[config.mk]
export PLATFORM = sky130hd
export DESIGN_NAME = fine_delay_ctrl_flat
export DESIGN_NICKNAME = d
export VERILOG_FILES = /design/src/rtl/fine_delay_ctrl_if.sv /design/src/rtl/fine_delay_ctrl.sv /design/src/flat_wrapper.sv
export SDC_FILE = /design/constraint.sdc
export NUM_CORES = 1
export LEC_CHECK = 0
export BUFFER_PORTS_ARGS = -buffer_cell sky130_fd_sc_hd__clkbuf_2
export CAP_MARGIN = 20
export CORE_MARGIN = 8
export CORE_UTILIZATION = 55
export DETAILED_ROUTE_END_ITERATION = 6
export PLACE_DENSITY = 0.85
export SLEW_MARGIN = 30
export SYNTH_ARGS = -nofsm -noshare
export SYNTH_HDL_FRONTEND = slang
export SYNTH_SLANG_ARGS = --single-unit
[constraint.sdc]
create_clock -name clk_in -period 6.7 [get_ports clk_in]
set_input_delay 1.675 -clock clk_in [delete_from_list [all_inputs] [get_ports clk_in]]
set_output_delay 1.675 -clock clk_in [all_outputs]
set_load 0.02 [all_outputs]
[src/rtl/fine_delay_ctrl_if.sv]
// ---------------------------------------------------------------------------
// fine_delay_ctrl_if
//   Bundles the signals between the fine delay controller and its environment
//   (phase detector, fine delay line, coarse controller, DLL top).
//   master : the controller itself (drives Q, coarse_req/dir, locked)
//   slave  : the environment (drives en, pd_up/pd_dn, coarse_ack)
//   Signals:
//     en          loop enable
//     pd_up/pd_dn phase detector samples (up = increase delay)
//     Q           thermometer code to the fine line, ones fill from MSB
//     coarse_req  coarse step request, held until coarse_ack
//     coarse_dir  1 = add coarse delay, 0 = remove
//     coarse_ack  coarse controller done
//     locked      loop locked
// ---------------------------------------------------------------------------
interface fine_delay_ctrl_if #(
  parameter int N_FINE = 6
);
  logic              en;
  logic              pd_up;
  logic              pd_dn;
  logic [N_FINE-1:0] Q;
  logic              coarse_req;
  logic              coarse_dir;
  logic              coarse_ack;
  logic              locked;

  modport master (
    input  en, pd_up, pd_dn, coarse_ack,
    output Q, coarse_req, coarse_dir, locked
  );

  modport slave (
    output en, pd_up, pd_dn, coarse_ack,
    input  Q, coarse_req, coarse_dir, locked
  );
endinterface

[src/rtl/fine_delay_ctrl.sv]
// ---------------------------------------------------------------------------
// fine_delay_ctrl
//   Closed-loop controller for the fine delay line of a DLL. Phase detector
//   samples are integrated over windows of AVG_LEN cycles; each window yields
//   UP / DN / HOLD and moves the fine level by one tap. When the fine range is
//   exhausted a coarse step is requested over a req/ack handshake and the fine
//   level wraps to the opposite end. Lock is declared after LOCK_CNT
//   consecutive direction reversals and dropped after UNLOCK_THR consecutive
//   same-direction decisions.
//   Ports:
//     clk_in  reference clock, all state on the rising edge
//     rst_n   asynchronous active-low reset
//     bus     fine_delay_ctrl_if.master (en, pd_up, pd_dn, Q, coarse_req,
//             coarse_dir, coarse_ack, locked)
// ---------------------------------------------------------------------------
module fine_delay_ctrl #(
  parameter int N_FINE     = 6,
  parameter int AVG_LEN    = 4,
  parameter int LOCK_CNT   = 4,
  parameter int UNLOCK_THR = 3
) (
  input  logic               clk_in,
  input  logic               rst_n,
  fine_delay_ctrl_if.master  bus
);

  localparam int ACC_W  = $clog2(AVG_LEN) + 2;
  localparam int CNT_W  = $clog2(AVG_LEN);
  localparam int LVL_W  = $clog2(N_FINE + 1);
  localparam int ALT_W  = $clog2(LOCK_CNT + 1);
  localparam int SAME_W = $clog2(UNLOCK_THR + 1);

  localparam logic [LVL_W-1:0] LVL_MAX = LVL_W'(N_FINE);
  localparam logic [LVL_W-1:0] LVL_MID = LVL_W'(N_FINE / 2);

  typedef enum logic [1:0] {
    S_TRACK,
    S_LOCKED,
    S_WAIT_ACK
  } state_e;

  typedef enum logic [1:0] {
    DIR_NONE,
    DIR_UP,
    DIR_DN
  } dir_e;

  // Level n -> n ones packed against the MSB (3 -> 111000 for six taps).
  function automatic logic [N_FINE-1:0] therm(input logic [LVL_W-1:0] lvl);
    logic [N_FINE-1:0] t;
    for (int i = 0; i < N_FINE; i++) begin
      t[i] = (i >= N_FINE - int'(lvl));
    end
    return t;
  endfunction

  state_e                    state_q;
  logic [LVL_W-1:0]          level_q;
  logic [N_FINE-1:0]         q_q;
  logic signed [ACC_W-1:0]   acc_q;
  logic [CNT_W-1:0]          cnt_q;
  logic [ALT_W-1:0]          alt_q;
  logic [SAME_W-1:0]         same_q;
  dir_e                      last_q;
  logic                      req_q;
  logic                      dir_q;
  logic                      locked_q;

  logic signed [ACC_W-1:0]   sample;
  logic signed [ACC_W-1:0]   sum;
  logic                      take;
  logic                      win_close;
  dir_e                      dec;
  logic                      sat_up;
  logic                      sat_dn;
  logic [LVL_W-1:0]          level_nx;

  always_comb begin
    // NOTE: every variable gets a default first so no path leaves it unassigned (no latch).
    sample = '0;
    if (bus.pd_up && !bus.pd_dn) begin
      sample = {{(ACC_W-1){1'b0}}, 1'b1};
    end else if (bus.pd_dn && !bus.pd_up) begin
      sample = '1;  // -1
    end

    // Accumulator is wide enough for +/-AVG_LEN, so the sum never wraps.
    sum       = acc_q + sample;
    take      = bus.en && (state_q != S_WAIT_ACK);
    win_close = take && (cnt_q == CNT_W'(AVG_LEN - 1));

    dec = DIR_NONE;
    if (sum[ACC_W-1]) begin
      dec = DIR_DN;
    end else if (sum != '0) begin
      dec = DIR_UP;
    end

    sat_up   = (dec == DIR_UP) && (level_q == LVL_MAX);
    sat_dn   = (dec == DIR_DN) && (level_q == '0);
    level_nx = (dec == DIR_UP) ? level_q + 1'b1 : level_q - 1'b1;
  end

  always_ff @(posedge clk_in or negedge rst_n) begin
    // NOTE: every register here is reset; there is no memory array to leave uninitialised.
    if (!rst_n) begin
      state_q  <= S_TRACK;
      level_q  <= LVL_MID;
      q_q      <= therm(LVL_MID);
      acc_q    <= '0;
      cnt_q    <= '0;
      alt_q    <= '0;
      same_q   <= '0;
      last_q   <= DIR_NONE;
      req_q    <= 1'b0;
      dir_q    <= 1'b0;
      locked_q <= 1'b0;
    end else begin
      // NOTE: sequential state uses <= so every register sees pre-edge values.
      // Window integration; cleared when disabled, while waiting for ack,
      // and on the edge that closes a window.
      if (win_close || !take) begin
        acc_q <= '0;
        cnt_q <= '0;
      end else begin
        acc_q <= sum;
        cnt_q <= cnt_q + 1'b1;
      end

      unique case (state_q)
        S_WAIT_ACK: begin
          if (bus.coarse_ack) begin
            // Coarse step done: the fine line restarts from the far end.
            req_q   <= 1'b0;
            level_q <= dir_q ? '0 : LVL_MAX;
            q_q     <= therm(dir_q ? '0 : LVL_MAX);
            state_q <= S_TRACK;
            alt_q   <= '0;
            same_q  <= '0;
            last_q  <= DIR_NONE;
          end
        end

        S_TRACK, S_LOCKED: begin
          if (win_close && dec != DIR_NONE) begin
            if (sat_up || sat_dn) begin
              req_q    <= 1'b1;
              dir_q    <= sat_up;
              locked_q <= 1'b0;
              state_q  <= S_WAIT_ACK;
            end else begin
              level_q <= level_nx;
              q_q     <= therm(level_nx);
              last_q  <= dec;
              if (state_q == S_TRACK) begin
                // A reversal only counts once a previous direction exists.
                if (last_q != DIR_NONE && dec != last_q) begin
                  if (alt_q == ALT_W'(LOCK_CNT - 1)) begin
                    state_q  <= S_LOCKED;
                    locked_q <= 1'b1;
                    alt_q    <= '0;
                    same_q   <= '0;
                  end else begin
                    alt_q <= alt_q + 1'b1;
                  end
                end else begin
                  alt_q <= '0;
                end
              end else begin
                if (dec == last_q) begin
                  if (same_q == SAME_W'(UNLOCK_THR - 1)) begin
                    state_q  <= S_TRACK;
                    locked_q <= 1'b0;
                    alt_q    <= '0;
                    same_q   <= '0;
                  end else begin
                    same_q <= same_q + 1'b1;
                  end
                end else begin
                  same_q <= '0;
                end
              end
            end
          end
        end

        default: state_q <= S_TRACK;
      endcase
    end
  end

  assign bus.Q          = q_q;
  assign bus.coarse_req = req_q;
  assign bus.coarse_dir = dir_q;
  assign bus.locked     = locked_q;

endmodule

[src/flat_wrapper.sv]
// flat-port wrapper written by rule: the top's interface ports become plain ports
module fine_delay_ctrl_flat 
#(
  parameter int N_FINE     = 6,
  parameter int AVG_LEN    = 4,
  parameter int LOCK_CNT   = 4,
  parameter int UNLOCK_THR = 3
)
  (clk_in, rst_n, bus_en, bus_pd_up, bus_pd_dn, bus_coarse_ack, bus_Q, bus_coarse_req, bus_coarse_dir, bus_locked);
  fine_delay_ctrl_if #(.N_FINE(N_FINE)) bus_i ();
  input  logic clk_in;
  input  logic rst_n;
  input wire logic [$bits(bus_i.en)-1:0] bus_en;
  input wire logic [$bits(bus_i.pd_up)-1:0] bus_pd_up;
  input wire logic [$bits(bus_i.pd_dn)-1:0] bus_pd_dn;
  input wire logic [$bits(bus_i.coarse_ack)-1:0] bus_coarse_ack;
  output wire logic [$bits(bus_i.Q)-1:0] bus_Q;
  output wire logic [$bits(bus_i.coarse_req)-1:0] bus_coarse_req;
  output wire logic [$bits(bus_i.coarse_dir)-1:0] bus_coarse_dir;
  output wire logic [$bits(bus_i.locked)-1:0] bus_locked;
  assign bus_i.en = bus_en;
  assign bus_i.pd_up = bus_pd_up;
  assign bus_i.pd_dn = bus_pd_dn;
  assign bus_i.coarse_ack = bus_coarse_ack;
  assign bus_Q = bus_i.Q;
  assign bus_coarse_req = bus_i.coarse_req;
  assign bus_coarse_dir = bus_i.coarse_dir;
  assign bus_locked = bus_i.locked;
  fine_delay_ctrl #(.N_FINE(N_FINE), .AVG_LEN(AVG_LEN), .LOCK_CNT(LOCK_CNT), .UNLOCK_THR(UNLOCK_THR)) u_core (.clk_in(clk_in), .rst_n(rst_n), .bus(bus_i));
endmodule
* After elaboration in Yosys (flattened, before gate mapping) *
Index checks and enable logic that the tools add are counted.
Widths: inputs -> output; s select.

operators by class
  $add $sub $neg = 8
  $lt $le $gt $ge = 12
  equal/unequal tests = 25
  multiplexer cells = 55
  reductions and logical operators = 29

operators with widths
  kind                 count
  $ge 3x32->1 const A  4
  $ge 4x32->1 const A  4
  $ge 1x32->1 const A  2
  $ge 2x32->1 const A  2
  $mux 3               13
  $mux 2               19
  $reduce_and 6->1     4
  $mux 6               3
  $mux 4               3
  $pmux 2 s2           3
  $pmux 3 s2           2
  $pmux 6 s2           1
  $mux 1               10
  $eq 2x2->1 const B   4
  $logic_and 1x1->1    8
  $ne 4x1->1 const B   2
  $ne 4x3->1 const B   2
  $reduce_and 4->1     2
  $sub 3x3->4 const A  2
  $add 3x1->3 const B  2
  $ne 2x2->1 const B   3
  $ne 3x1->1 const B   2
  $ne 3x2->1 const B   2
  $ne 3x3->1 const B   2
  19 further kinds     28

word-level totals
  register bits = 27
  bits of input ports = 6
  logic and storage cells = 140

* Depth between registers and ports, before layout *
Gate-level depths: netlist of run 1.

  depth in word-level cells = 15
  depth in mapped cells = 17
  gate-level depth less buffers = 17

* Least setup slack after synthesis of run 1 *
No wires, ideal clock.

  path kind = input -> register
  start point = input port bus_pd_up
  end point = register u_core.q_q[0] (netlist: u_core.bus.Q[0])
  setup time = 0.095 ns
  arrival time = 5.276 ns
  data required time = 6.605 ns
  setup slack = 1.328 ns
  stages = 16
  cells stage by stage = inv_1 ha_1 inv_1 ha_1 nor4b_1 a221o_1 o211ai_1 nand2_1 fa_1 nor2b_1 nand2b_1 nor3_1 o22a_1 nor4_1 nand2_1 o31ai_1

between the ends
  word-level cells in the longest chain between the ends = 15

RTL lines
  item                  RTL line                                       text
  start, declared       flat_wrapper.sv:14                             input wire logic [$bits(bus_i.pd_up)-1:0] bus_pd_up;
  $logic_not 1->1       fine_delay_ctrl.sv:83                          end else if (bus.pd_dn && !bus.pd_up) begin
  $logic_and 1x1->1     fine_delay_ctrl.sv:83
  $mux 4                fine_delay_ctrl.sv:83
  $mux 4 (*)            fine_delay_ctrl.sv:81                          if (bus.pd_up && !bus.pd_dn) begin
  $add 4x4->4 (*)       fine_delay_ctrl.sv:88                          sum = acc_q + sample;
  $reduce_bool 4->1     fine_delay_ctrl.sv:95                          end else if (sum != '0) begin
  $mux 1                fine_delay_ctrl.sv:95
  $mux 2 (*)            fine_delay_ctrl.sv:93                          if (sum[ACC_W-1]) begin
  $eq 2x1->1            fine_delay_ctrl.sv:99, fine_delay_ctrl.sv:101
  $mux 3                fine_delay_ctrl.sv:101                         level_nx = (dec == DIR_UP) ? level_q + 1'b1 : level_q - 1'b1;
  $sub 3x3->4           fine_delay_ctrl.sv:52                          t[i] = (i >= N_FINE - int'(lvl));
  $ge 1x32->1           fine_delay_ctrl.sv:52
  $mux 6                fine_delay_ctrl.sv:146                         if (sat_up || sat_dn) begin
  $mux 6                fine_delay_ctrl.sv:145                         if (win_close && dec != DIR_NONE) begin
  $pmux 6 s2            fine_delay_ctrl.sv:130                         unique case (state_q)
  end signal, assigned  fine_delay_ctrl.sv:109                         q_q <= therm(LVL_MID);
  end signal, assigned  fine_delay_ctrl.sv:136                         q_q <= therm(dir_q ? '0 : LVL_MAX);
  end signal, assigned  fine_delay_ctrl.sv:153                         q_q <= therm(level_nx);
  end, declared         fine_delay_ctrl.sv:59                          logic [N_FINE-1:0] q_q;

Every way passes the cells marked *; elsewhere a longest branch is shown, timed or not. The select of a mux whose other input is x is not followed.
A chain may end at the register's enable or synchronous reset.

* Worst setup path in the final report of run 1 *
Same ends and word-level chain as after synthesis.

==> summary.txt, run 1 <==
Route
  – Via/cell ratio: 5.76
  – DRC Markers: 0
  – 1st-iter DRT viols: 67
  – Total Wirelength: 3660 um
  – Via count: 1457
  – First drt pass iteration count: 5
  – ANT nets after route: 0
  – Post-DR wirelength/cell: 14.5 um

Synthesis
  – Synth Flop Type: dfrtp_1
  – Post-Syn Area: 1800 um^2
  – YS warnings: 0
  – EDFF count, synth: 0
  – Synth Instances: 195
  – Synth top area cells: dfrtp_1 31%, ha_1 7.6%, dfstp_2 7.3%
  – Syn_nets: 213
  – Sequential share of the synthesized area: 37.9%
  – FF+latch count, synth: 27
  – Largest area contributor in the netlist: dfrtp_1
  – Synth top area share: 30.6%
  – Mean Syn Cell Area: 9.23 um^2
  – Post-synth cell types: 53
  – Fraction of registers with async set/reset: 100%

Place
  – Gpl congestion: 0.877
  – Placed cell count: 249
  – Port-buffer cells: 14
  – Post-DP HPWL: 2830 um

Global routing
  – Global Route met1 Usage: 18.0%
  – First-pass GRT wire length: 6660 um
  – Met2 usage in global routing: 26.0%
  – Total grt overflow: 0
  – Initial antenna violation count: 0
  – Total Routing Usage GR: 15.4%
  – Vias in the first global route: 1528
  – Grt met3 use: 3.71%
  – Gr busiest metal: met2
  – Largest net degree at the start of global routing: 28

Critical path
  – Slowest-stage cell, CP: fa_1
  – Worst flop-to-flop path startpoint: u_core.acc_q[0]$_DFF_PN0_
  – CP Capture Type: flop
  – Crit-path cells: clkbuf_2 > inv_1 > ha_1 > inv_1 > ha_1 > nor4b_1 > a221o_1 > o211ai_1 > buf_4 > nand2_1 > fa_1 > nor2b_1 > nand2b_1 > nor3_1 > o22a_1 > nor4_1 > nand2_1 > o31ai_1
  – CP Launch Type: input pin
  – Setup crit start: bus_pd_up
  – Critical Path Fanout Max: 10
  – Worst path max stage delay: 590 ps
  – Worst Path Required: 6930 ps
  – Worst path arrival time: 5480 ps
  – Critical path class: in2reg

Min path
  – Hold Crit Class: reg2reg
  – Hold Startpoint: u_core.cnt_q[0]$_DFF_PN0_

Pwr
  – Static leakage: 0.868 nW
  – Power Density: 408 nW/um^2
  – Comb power frac: 55.3%
  – Psw: 0.000362 W
  – Clk pwr share: 9.2%
  – Part of the power in registers: 35.5%
  – Maximum vdd ir drop: 287 uV
  – Pint: 0.000428 W
  – Switching Fraction: 45.8%

Timing
  – Final setup fails: 0
  – Fin Setup TNS: 0 ps
  – Fmax: 0.191 GHz
  – Slew headroom: 42.2%
  – RSZ-0062 raised after global routing: false
  – Final Hold Viols: 0
  – Part of the cycle the worst path needs: 78.2%
  – Worst Skew: 9.26 ps
  – Slew @ Worst Pin: 867 ps
  – Max-slew violations: 0
  – Final worst path period need: 5240 ps

Clock tree
  – H-tree level count: 1
  – CTS tree: done
  – Setup Fix Bufs, Post-CTS: 0
  – TritonCTS Sinks: 27
  – CTS resizes: 0
  – Clk_lat worst skew: 330 ps
  – Clock root buffer: clkbuf_4
  – Hold-fix buffers at CTS: 0
  – Num CTS Buffers: 3
  – Clock-pin slew on the worst setup and hold paths: 160 ps
  – Max clock buf depth: 2

Floorplanning
  – Die width: 73.2 um
  – Num ports: 15
  – Starting Density: 58.5%
  – Row count: 20
  – Die area: 5360 um^2
  – Core Region: 3080 um^2
  – Chip height: 73.2 um

Cells and area
  – Filler instances: 266
  – Layout cells sized above 1: 15.3%
  – Area delta synth->final: 7.65%
  – Ant diodes: 0
  – Commonest cells after routing, fill and taps aside: 23 x nand2_1, 22 x dfrtp_1, 14 x nor2_1, 14 x clkbuf_2, 11 x ha_1
  – Fin util: 62.9%
  – Nets: 228
  – Commonest non-fill, non-tap cell in the layout: nand2_1
  – Finished Layout Cells: 253

Run status
  – Outcome: finished, final reports clean

Run
  – Max-cap check violation count: 0
[registers in the layout, indices dropped and copies added, names as in the netlist]
signal	flops
u_core.bus.Q	6
u_core.alt_q	3
u_core.bus.locked	1
u_core.cnt_q	2
u_core.state_q	2
u_core.bus.coarse_req	1
u_core.last_q	2
u_core.acc_q	4
u_core.level_q	3
u_core.bus.coarse_dir	1
u_core.same_q	2
[layout make-up]
type                            instances  area, um^2  area share [%]
Inverter                                9        33.8            1.74
Sequential cell                        27         682            35.2
Clock buffer                            3        22.5            1.16
Tap cell                               44        55.1            2.84
Clock inverter                          1        5.00           0.258
Timing Repair Buffer                   16        85.1            4.39
Multi-Input combinational cell        153        1050            54.4
[path summary, 6_finish.rpt]
path / end / slack (ps) / cells after the start
worst max register to register: u_core.bus.Q[0]$_DFFE_PN0P_ / 2810 / 14
worst min-delay path: u_core.cnt_q[0]$_DFF_PN0_ / 470 / 1
worst min register to register: u_core.cnt_q[0]$_DFF_PN0_ / 470 / 1
max in group asynchronous: u_core.bus.Q[0]$_DFFE_PN0P_ / 4920 / 1
worst max-delay path: u_core.bus.Q[0]$_DFFE_PN0P_ / 1460 / 18
min in group asynchronous: u_core.alt_q[1]$_DFFE_PN0P_ / 1340 / 1
[per-layer routing]
layer | up-vias | part of all wire, %
met1 | 693 | 44
met5 | - | 0
met3 | 8 | 3.4
met2 | 25 | 50
li1 | 731 | -
met4 | 0 | 2.0
[cells in the mapped netlist (3+ instances only)]
library cell  number
dfrtp_1           22
nand2b_1           9
o31ai_1            5
nor2_1            14
clkbuf_1           5
inv_1              9
dfstp_2            5
mux2i_1            5
a21oi_1            6
o21ai_0            9
nand3_1            3
and2_1             7
ha_1              11
o21ai_1            3
nor3_1             4
xnor2_1            5
nand2_1           23
a2111oi_0          3
or2_2              3
[worst max-delay path: cells and delay by family]
| family | cells | cell delay, ps |
|---|---|---|
| fa+ha+maj | 3 | 1080 |
| simple gates | 7 | 1410 |
| compound gates | 4 | 960 |
| buf+inv | 4 | 370 |
[per-stage QoR]
stage	power (W)	setup WS, ps	hold slack (ps)	instance area [um^2]
final	0.000790	1460	471	1940
after global routing	0.000863	1130	496	1940
after CTS	0.000794	1460	473	1940
after detailed placement	0.000722	1120	451	1910
after global placement	0.000703	1340	426	1910
after floorplan	0.000609	1330	410	1800
[logic make-up (layout without fill, tap and decap cells)]
group	after synthesis	count (layout)	share of synthesized area [%]
AO/OA/AOI/OAI	50	50	20.2
AND/OR/NAND/NOR	77	77	22.0
flip-flops	27	27	37.9
buffers and inverters	15	29	3.55
XOR/XNOR	7	7	3.41
adder cells (fa/ha/maj)	12	12	8.76
multiplexers	7	7	4.24
[power groups by stage]
stage / registers, W / logic [W] / clock network (W)
5_1_grt: 0.000290 / 0.000493 / 0.0000804
3_3_place_gp: 0.000281 / 0.000422 / 0
3_5_place_dp: 0.000284 / 0.000439 / 0
6_report: 0.000281 / 0.000437 / 0.0000725
4_1_cts: 0.000281 / 0.000441 / 0.0000721
2_1_floorplan: 0.000290 / 0.000319 / 0
No activity file was read; power rests on OpenSTA's default activity.
==> inputs of run 2 (changes only) <==
- CORE_UTILIZATION: 55 -> 53
- PLACE_DENSITY: 0.85 -> 0.86
- clock period: 6.7 -> 4.3 ns (I/O delays scaled with it)
==> run 2 against run 1 <==
  * Worst setup slack got worse by 1200 ps
  * Clock-buffer cell count up 1
  * Non-clock buffer count up 11
  * Critical path depth shrank 2
  * Sequential power grew 58%
  * Largest cell class unchanged
  * Via count is 5.8% higher
  * Clock skew is 3.6 ps lower
  * Power increased by 81%
  * Worst hold slack got worse by 14 ps
==> summary.txt, run 2 (synthesis results as in run 1) <==
Global routing
  – Total grt overflow: 0
  – Total Routing Usage GR: 15.4%
  – Initial antenna violation count: 0
  – Largest net degree at the start of global routing: 28
  – First-pass GRT wire length: 6780 um
  – Vias in the first global route: 1487

Critical path
  – Critical path class: in2reg
  – Worst Setup EP: u_core.bus.Q[1]$_DFFE_PN0P_
  – Reg2reg setup slack: 1040 ps
  – FF-to-FF path depth: 12
  – Worst path arrival time: 4290 ps
  – Worst flop-to-flop path startpoint: u_core.acc_q[0]$_DFF_PN0_
  – CP Capture Type: flop
  – Setup crit start: bus_pd_up
  – R2R Path End: u_core.bus.Q[1]$_DFFE_PN0P_
  – Worst Path Required: 4500 ps
  – Critical Path Fanout Max: 4
  – CP Launch Type: input pin

Pwr
  – Part of the power in registers: 30.9%
  – Switching Fraction: 43.5%
  – Comb power frac: 61.5%
  – Pint: 0.000811 W
  – Power Density: 678 nW/um^2
  – Clk pwr share: 7.6%
  – Psw: 0.000623 W
  – Maximum vdd ir drop: 637 uV
  – Static leakage: 0.937 nW
  – Pwr Total: 0.00143 W

Floorplanning
  – Starting Density: 54.3%
  – Row count: 21
  – Core Region: 3310 um^2
  – Num ports: 15
  – Die width: 74.3 um
  – Chip height: 74.3 um
  – Die area: 5520 um^2

Clock tree
  – Max clock buf depth: 2
  – Clk_lat worst skew: 320 ps
  – CTS tree: done
  – Clock root buffer: clkbuf_4
  – CTS resizes: 0
  – Clock-pin slew on the worst setup and hold paths: 140 ps
  – Num CTS Buffers: 3
  – H-tree level count: 1
  – TritonCTS Sinks: 27
  – Hold-fix buffers at CTS: 0
  – Setup Fix Bufs, Post-CTS: 0

Run status
  – Outcome: finished, final reports clean

Route
  – Via/cell ratio: 5.80
  – ANT nets after route: 0
  – Total Wirelength: 4000 um
  – First drt pass iteration count: 4
  – DRC Markers: 0
  – 1st-iter DRT viols: 83
  – Via count: 1542
  – Post-DR wirelength/cell: 15.0 um

Cells and area
  – Footprint of the multi-input gates: 1130 um^2
  – Finished Layout Cells: 266
  – Filler instances: 286
  – Area delta synth->final: 17.5%
  – Ant diodes: 0
  – Commonest cells after routing, fill and taps aside: 22 x nand2_1, 22 x dfrtp_1, 14 x nor2_1, 14 x clkbuf_2, 13 x buf_4
  – Max FFs per register: 6
  – Nets: 239
  – Register area: 682 um^2
  – Layout cells sized above 1: 24.5%

Timing
  – Worst Skew: 5.61 ps
  – Part of the cycle the worst path needs: 94.9%
  – Final worst path period need: 4080 ps
  – Worst setup margin: 218 ps
  – Slew headroom: 55.5%
  – Final setup fails: 0
  – Worst hold slack: 457 ps
  – Fmax: 0.245 GHz
  – RSZ-0062 raised after global routing: false
  – Slew @ Worst Pin: 668 ps
  – Max-slew violations: 0
  – Final Hold Viols: 0

Place
  – Port-buffer cells: 14
  – Pre-CTS setup slack: -93.9 ps
  – Post-DP HPWL: 3030 um
  – Placed cell count: 262
  – Gpl congestion: 0.926

Min path
  – Hold Crit Class: reg2reg

Run
  – Max-cap check violation count: 0
run 2: cell types whose count changed in the layout (fill, tap and decap cells not counted), sizes merged:
cell / before / now
buf: 2 / 13
clkinv: 1 / 0
clkbuf: 17 / 18
run 2: layout make-up:
class	instances	area share, %
Timing Repair Buffer	27	7.93
Tap cell	46	2.72
Clock buffer	4	1.24
Inverter	9	2.19
Multi-Input combinational cell	153	53.7
Sequential cell	27	32.2
run 2: worst min path at each step:
stage | start | end | cells after the start
2_1_floorplan | u_core.cnt_q[0]$_DFF_PN0_ | u_core.cnt_q[0]$_DFF_PN0_ | 1
3_3_place_gp | u_core.cnt_q[0]$_DFF_PN0_ | u_core.cnt_q[0]$_DFF_PN0_ | 1
3_5_place_dp | u_core.cnt_q[0]$_DFF_PN0_ | u_core.cnt_q[0]$_DFF_PN0_ | 1
4_1_cts | u_core.cnt_q[0]$_DFF_PN0_ | u_core.cnt_q[0]$_DFF_PN0_ | 1
5_1_grt | u_core.cnt_q[0]$_DFF_PN0_ | u_core.cnt_q[0]$_DFF_PN0_ | 1
6_report | u_core.cnt_q[0]$_DFF_PN0_ | u_core.cnt_q[0]$_DFF_PN0_ | 1
run 2: metal layers:
layer	track usage [%]	vias up	part of all wire (%)
met5	0	-	0
met4	5.65	0	1.4
met3	1.89	6	3.6
met2	25.8	33	51
met1	19.9	756	44
li1	-	747	-
run 2: worst max-delay path: stages:
cell and delay, ps:
clkbuf_2 170, inv_12 40, ha_4 250, inv_2 40, ha_4 150, nor4b_2 160, a221o_1 340, o211ai_1 260
nand2_2 140, fa_1 460, nand2b_1 220, nand2b_1 180, a2111oi_2 480, nor4_4 100, nand2_1 140, o31ai_1 80
run 2: stage by stage:
step                      utilization (%)  TNS, ps  area, um^2
after floorplan                         -     -372        1880
after global placement               62.8    -74.3        2080
after detailed placement             62.8     -242        2080
after CTS                            63.6        0        2110
after global routing                 63.9        0        2110
final                                63.9        0        2110
run 2: power by group through the flow:
stage / clock network, W / registers, W / logic [W]
detailed placement: 0 / 0.000446 / 0.000857
global placement: 0 / 0.000442 / 0.000830
CTS: 0.000112 / 0.000441 / 0.000865
floorplan: 0 / 0.000456 / 0.000567
finish: 0.000109 / 0.000443 / 0.000882
global route: 0.000126 / 0.000453 / 0.000972
